`config.mk`:
```
export PLATFORM = sky130hd
export DESIGN_NAME = univ_shift_reg
export DESIGN_NICKNAME = d
export VERILOG_FILES = /design/src/rtl/univ_shift_reg.sv
export SDC_FILE = /design/constraint.sdc
export NUM_CORES = 1
export LEC_CHECK = 0
export BUFFER_PORTS_ARGS = -buffer_cell sky130_fd_sc_hd__buf_4
export CORE_ASPECT_RATIO = 0.9
export CORE_MARGIN = 10
export CORE_UTILIZATION = 35
export CTS_BUF_LIST = sky130_fd_sc_hd__clkbuf_8
export CTS_CLUSTER_SIZE = 30
export DETAILED_ROUTE_END_ITERATION = 6
export GPL_ROUTABILITY_DRIVEN = 0
export MAX_ROUTING_LAYER = met4
export PLACE_DENSITY_LB_ADDON = 0.1
export SYNTH_ARGS = -nofsm -noshare
export SYNTH_HDL_FRONTEND = slang
export SYNTH_SLANG_ARGS = --single-unit
```
`constraint.sdc`:
```
create_clock -name clk -period 1.2 [get_ports clk]
set_clock_uncertainty 0.2 [all_clocks]
set_input_delay 0.06 -clock clk [delete_from_list [all_inputs] [get_ports clk]]
set_output_delay 0.06 -clock clk [all_outputs]
set_load 0.005 [all_outputs]
```
`src/rtl/univ_shift_reg.sv`:
```
// univ_shift_reg - parametrised universal register with a self-timed serial burst engine.
//
// Holds an N-bit word that can be loaded, shifted (logical/arithmetic), rotated or cleared
// under mode control, or shifted out LSB-first over N cycles as a serial burst.
//
// Ports
//   clk           rising-edge clock
//   reset         asynchronous active-low reset
//   en            enables mode while idle
//   mode[2:0]     HOLD/LOAD/SHL/SHR/ROL/ROR/ASR/CLEAR
//   parallel_in   load data
//   sin_msb       bit entering the MSB on SHR and burst shifts
//   sin_lsb       bit entering the LSB on SHL
//   burst_start   launches an N-shift burst from idle
//   parallel_out  register contents
//   serial_out_l  parallel_out[N-1]
//   serial_out_r  parallel_out[0], the burst serial stream
//   busy          burst in progress
//   done          one-cycle pulse after the final burst shift
//   parity_out    registered ^parallel_out (only when PARITY_EN is defined)
//
// Build option: define PARITY_EN to add parity_out.
module univ_shift_reg #(
  parameter int N     = 4,
  parameter int CNT_W = $clog2(N+1)
) (
  input  logic         clk,
  input  logic         reset,
  input  logic         en,
  input  logic [2:0]   mode,
  input  logic [N-1:0] parallel_in,
  input  logic         sin_msb,
  input  logic         sin_lsb,
  input  logic         burst_start,
`ifdef PARITY_EN
  output logic         parity_out,
`endif
  output logic [N-1:0] parallel_out,
  output logic         serial_out_l,
  output logic         serial_out_r,
  output logic         busy,
  output logic         done
);

  typedef enum logic {IDLE = 1'b0, BURST = 1'b1} state_t;

  localparam logic [2:0] M_HOLD  = 3'b000;
  localparam logic [2:0] M_LOAD  = 3'b001;
  localparam logic [2:0] M_SHL   = 3'b010;
  localparam logic [2:0] M_SHR   = 3'b011;
  localparam logic [2:0] M_ROL   = 3'b100;
  localparam logic [2:0] M_ROR   = 3'b101;
  localparam logic [2:0] M_ASR   = 3'b110;
  localparam logic [2:0] M_CLEAR = 3'b111;

  state_t           state_q, state_d;
  logic [N-1:0]     q, q_d;
  logic [CNT_W-1:0] cnt_q, cnt_d;
  logic             done_d;

  always_comb begin
    state_d = state_q;
    q_d     = q;
    cnt_d   = cnt_q;
    done_d  = 1'b0;
    case (state_q)
      IDLE: begin
        // burst_start wins over any mode presented in the same cycle; the
        // launching edge only arms the counter, the word is untouched.
        if (burst_start) begin
          state_d = BURST;
          cnt_d   = CNT_W'(N);
        end else if (en) begin
          case (mode)
            M_HOLD:  q_d = q;
            M_LOAD:  q_d = parallel_in;
            M_SHL:   q_d = {q[N-2:0], sin_lsb};
            M_SHR:   q_d = {sin_msb, q[N-1:1]};
            M_ROL:   q_d = {q[N-2:0], q[N-1]};
            M_ROR:   q_d = {q[0], q[N-1:1]};
            M_ASR:   q_d = {q[N-1], q[N-1:1]};
            M_CLEAR: q_d = '0;
            default: q_d = q;
          endcase
        end
      end
      BURST: begin
        q_d   = {sin_msb, q[N-1:1]};
        cnt_d = cnt_q - 1'b1;
        if (cnt_q == CNT_W'(1)) begin
          state_d = IDLE;
          done_d  = 1'b1;
        end
      end
      default: state_d = IDLE;
    endcase
  end

  always_ff @(posedge clk or negedge reset) begin
    if (!reset) begin
      state_q <= IDLE;
      q       <= '0;
      cnt_q   <= '0;
      done    <= 1'b0;
    end else begin
      state_q <= state_d;
      q       <= q_d;
      cnt_q   <= cnt_d;
      done    <= done_d;
    end
  end

`ifdef PARITY_EN
  // Tracks the next register value so parity changes on the same edge as the word.
  always_ff @(posedge clk or negedge reset) begin
    if (!reset) parity_out <= 1'b0;
    else        parity_out <= ^q_d;
  end
`endif

  assign busy         = (state_q == BURST);
  assign parallel_out = q;
  assign serial_out_l = q[N-1];
  assign serial_out_r = q[0];

endmodule
```
==> results.py <==
metrics = {
    "setup_path": {
        "critPathKind": "reg -> reg",
        "crit_fanout": 4,
        "critPathBufInv": 0,
        "reg2reg_from": "parallel_out[2]",
        "timing.rr.end": "parallel_out[3]",
        "crit_chain": "a311o_1 -> a22oi_1 -> o31ai_1",
        "critPathTopFamily": "compound AO/OA/AOI/OAI gates",
        "cpPeakStageDelay_ns": 0.41,
        "start_kind": "flop",
        "worstPathRequired_ns": 1.11,
        "end_kind": "flop",
        "rr_worst_depth": 3,
        "r2r_slack_ns": -0.06,
        "cpMaxStageDelayCell": "dfrtp_1",
        "crit_arrival_ns": 1.17,
    },
    "route": {
        "num_vias": 648,
        "via_per_inst": 4.84,
        "first_pass_iters": 4,
        "drc_errors": 0,
        "routed_wl_um": 1810,
        "drt-initial-drc-count": 12,
        "wire_per_inst_um": 13.5,
        "ant_nets": 0,
    },
    "synth": {
        "postSynthAreaPerCell_um2": 9.37,
        "yosysUniqueCellTypes": 32,
        "syn-cell-area_um2": 656,
        "ys_seq_area_share_pct": 34.4,
        "ys_seq_elements": 9,
        "synth_area_leader_cell": "dfrtp_1",
        "synth_warnings": 0,
        "synthesis.nets": 85,
        "synthTopCellsByArea": "dfrtp_1 (34%), mux2i_1 (6.1%), buf_6 (5.2%), ha_1 (3.8%), nand2b_1 (3.8%)",
        "synth.top_cell.area_share_pct": 34.4,
        "synthCells": 70,
    },
    "finish": {
        "multiInputGateArea_um2": 424,
        "layout.nets": 126,
        "insertedDiodeCount": 0,
        "drive_gt1_share_pct": 50.9,
        "final_util_pct": 63.5,
        "seqCellArea_um2": 228,
        "areaGrowthSynthToFinish_pct": 66.2,
        "fill_cells": 158,
    },
    "cts": {
        "clock_latency_ns": 0.23,
        "numCtsBuffers": 3,
        "htreeDepth": 1,
        "clkTransAtPathRegs_ns": 0.04,
        "cts_num_sinks": 9,
        "clockBufferDepth": 2,
        "tritoncts": "done",
        "cts_root_buf": "clkbuf_8",
    },
    "sta": {
        "finalCritPeriodShare_pct": 105,
        "hold_viol": 0,
        "layout_min_cycle_time_ns": 1.26,
        "rsz0062_at_grt": "yes",
        "tightest_slew_ns": 0.256,
        "fmax_mhz": 791,
        "slew_viol_final": 0,
        "setup_slack_ns": -0.0644,
        "setup_viol": 4,
        "max_slew_margin_pct": 82.8,
    },
    "run": {
        "drv_cap": 0,
    },
    "floorplanning": {
        "std_cell_rows": 14,
        "die_w_um": 65.6,
        "die-area_um2": 4010,
        "initial_utilization_pct": 38.2,
        "core_area_um2": 1720,
        "die_y_um": 61.1,
        "io_pins": 21,
    },
    "power_and_ir_drop": {
        "internal-power_mw": 1.44,
        "seq_power_share_pct": 28.6,
        "p_switching_mw": 0.767,
        "fin_total_pwr_mw": 2.21,
        "leakage_nw": 0.502,
        "clkPwrFrac_pct": 15.0,
        "swShare_pct": 34.8,
        "p_comb_share_pct": 56.4,
        "worst_ir_drop_vdd_uv": 1100,
        "power_density_nw_per_um2": 2030,
    },
    "hold_path": {
        "min_path_cells": 4,
        "worstHoldStart": "burst_start",
        "holdPathEnd": "cnt_q[0]",
        "hold_path_class": "in -> reg",
    },
    "grt": {
        "grt_use_total_pct": 9.41,
        "grt_pass1_wl_um": 2800,
        "grt-ovfl-total": 0,
        "grt_max_degree": 11,
        "antenna_found_initial": 0,
        "grt_pass1_vias": 620,
    },
    "placement": {
        "dp_hpwl_um": 1360,
        "pre_cts_ws_ns": -0.0720,
        "io_buffers": 20,
    },
    "status": {
        "violations": "negative setup slack",
        "status": "complete, but fails checks",
    },
}
## flip-flops by register name (all words and copies together) (netlist names)
name / cells
parallel_out: 4
busy: 1
done: 1
cnt_q: 3
## power by group through the flow
stage	Combinational, mW	Clock, mW	Sequential [mW]
finish	1.25	0.331	0.631
global route	1.38	0.363	0.654
CTS	1.02	0.338	0.592
detailed placement	0.984	0	0.587
global placement	0.977	0	0.581
floorplan	0.492	0	0.572
## what timing repair did
item | CTS | global route
gates resized for setup | 3 | 19
buffers inserted | 0 | 1
pin swaps | 1 | 5
endpoints found under the hold margin | 12 | 0
hold buffers | 4 | 0
endpoints found under the setup margin | 6 | 13
## routing by layer
layer | part of all wire [%] | up-vias | track usage [%]
li1 | - | 330 | -
met1 | 48 | 297 | 11.6
met2 | 45 | 19 | 12.9
met3 | 6.7 | 2 | 4.90
met4 | 0.61 | 0 | 2.74
met5 | 0 | - | -
## through the flow
step           std cells  setup TNS [ns]  hold WS, ns  instance area (um2)
2_1_floorplan         70         -0.0360       -0.436                  659
3_3_place_gp         125          -0.174       -0.310                  911
3_5_place_dp         125          -0.148       -0.311                  911
4_1_cts              133          -0.113       0.0208                 1010
5_1_grt              134          -0.454       0.0438                 1090
6_report             134         -0.0994       0.0142                 1090
## cell families after synthesis
group	count (synthesis)	share of synthesized area, %
simple gates	23	19.7
flops	9	34.4
fa+ha+maj	2	3.82
xor+xnor	3	5.15
mux	4	6.11
buf+inv	10	10.3
compound gates	19	20.6
## cell usage after synthesis, drive strengths merged
library cell	instances
buf	5
nor2	3
o221ai	2
a211oi	2
nand2b	4
o41ai	1
nand2	5
a21o	1
xnor2	3
o31ai	1
clkbuf	1
nor2b	1
a31oi	2
a22oi	1
or3b	2
mux2i	4
nor3b	1
o22ai	1
dfrtp	9
nor3	2
a21oi	2
inv	4
nand3b	1
a311o	1
or2	1
ha	2
or3	1
o21ai	5
and2	2
## layout make-up
type | count | area share (%)
clock inverters | 1 | 0.344
multi-input cells | 51 | 38.9
well taps | 24 | 2.76
flip-flops and latches | 9 | 20.9
repair buffers | 42 | 31.9
inverters | 4 | 1.38
clock buffers | 3 | 3.79
## worst max-delay path by stage
stage          slack, ns             from  cells after the start              end
6_report           -0.06  parallel_out[2]                      3  parallel_out[3]
5_1_grt            -0.12  parallel_out[2]                      3  parallel_out[3]
4_1_cts            -0.08  parallel_out[2]                      3  parallel_out[3]
3_5_place_dp       -0.07  parallel_out[2]                      3  parallel_out[3]
3_3_place_gp       -0.07             busy                      4  parallel_out[3]
2_1_floorplan      -0.04  parallel_out[2]                      3  parallel_out[3]
## tightest hold or removal path, delay by kind of cell
family,cells,cell delay [ns]
AND/OR/NAND/NOR,1,0.09
buffers and inverters,2,0.19
AO/OA/AOI/OAI,1,0.05
## cells in the final DEF (no fill, tap or decap), types with 2 or more instances in the layout
cell           synthesis  routed
o21ai_0                3       2
nand2b_1               4       4
inv_2                  0       3
xnor2_1                2       2
ha_4                   0       2
mux2i_1                4       4
o21ai_1                2       3
clkbuf_8               0       3
or3b_1                 2       2
buf_6                  3       6
buf_4                  2      32
inv_1                  4       2
dfrtp_1                9       7
nand2_1                5       5
a21oi_1                2       2
nor2_1                 3       3
dlygate4sd3_1          0       4
o221ai_1               2       2
dfrtp_2                0       2
Note: power is estimated with default switching activity, not from simulation.
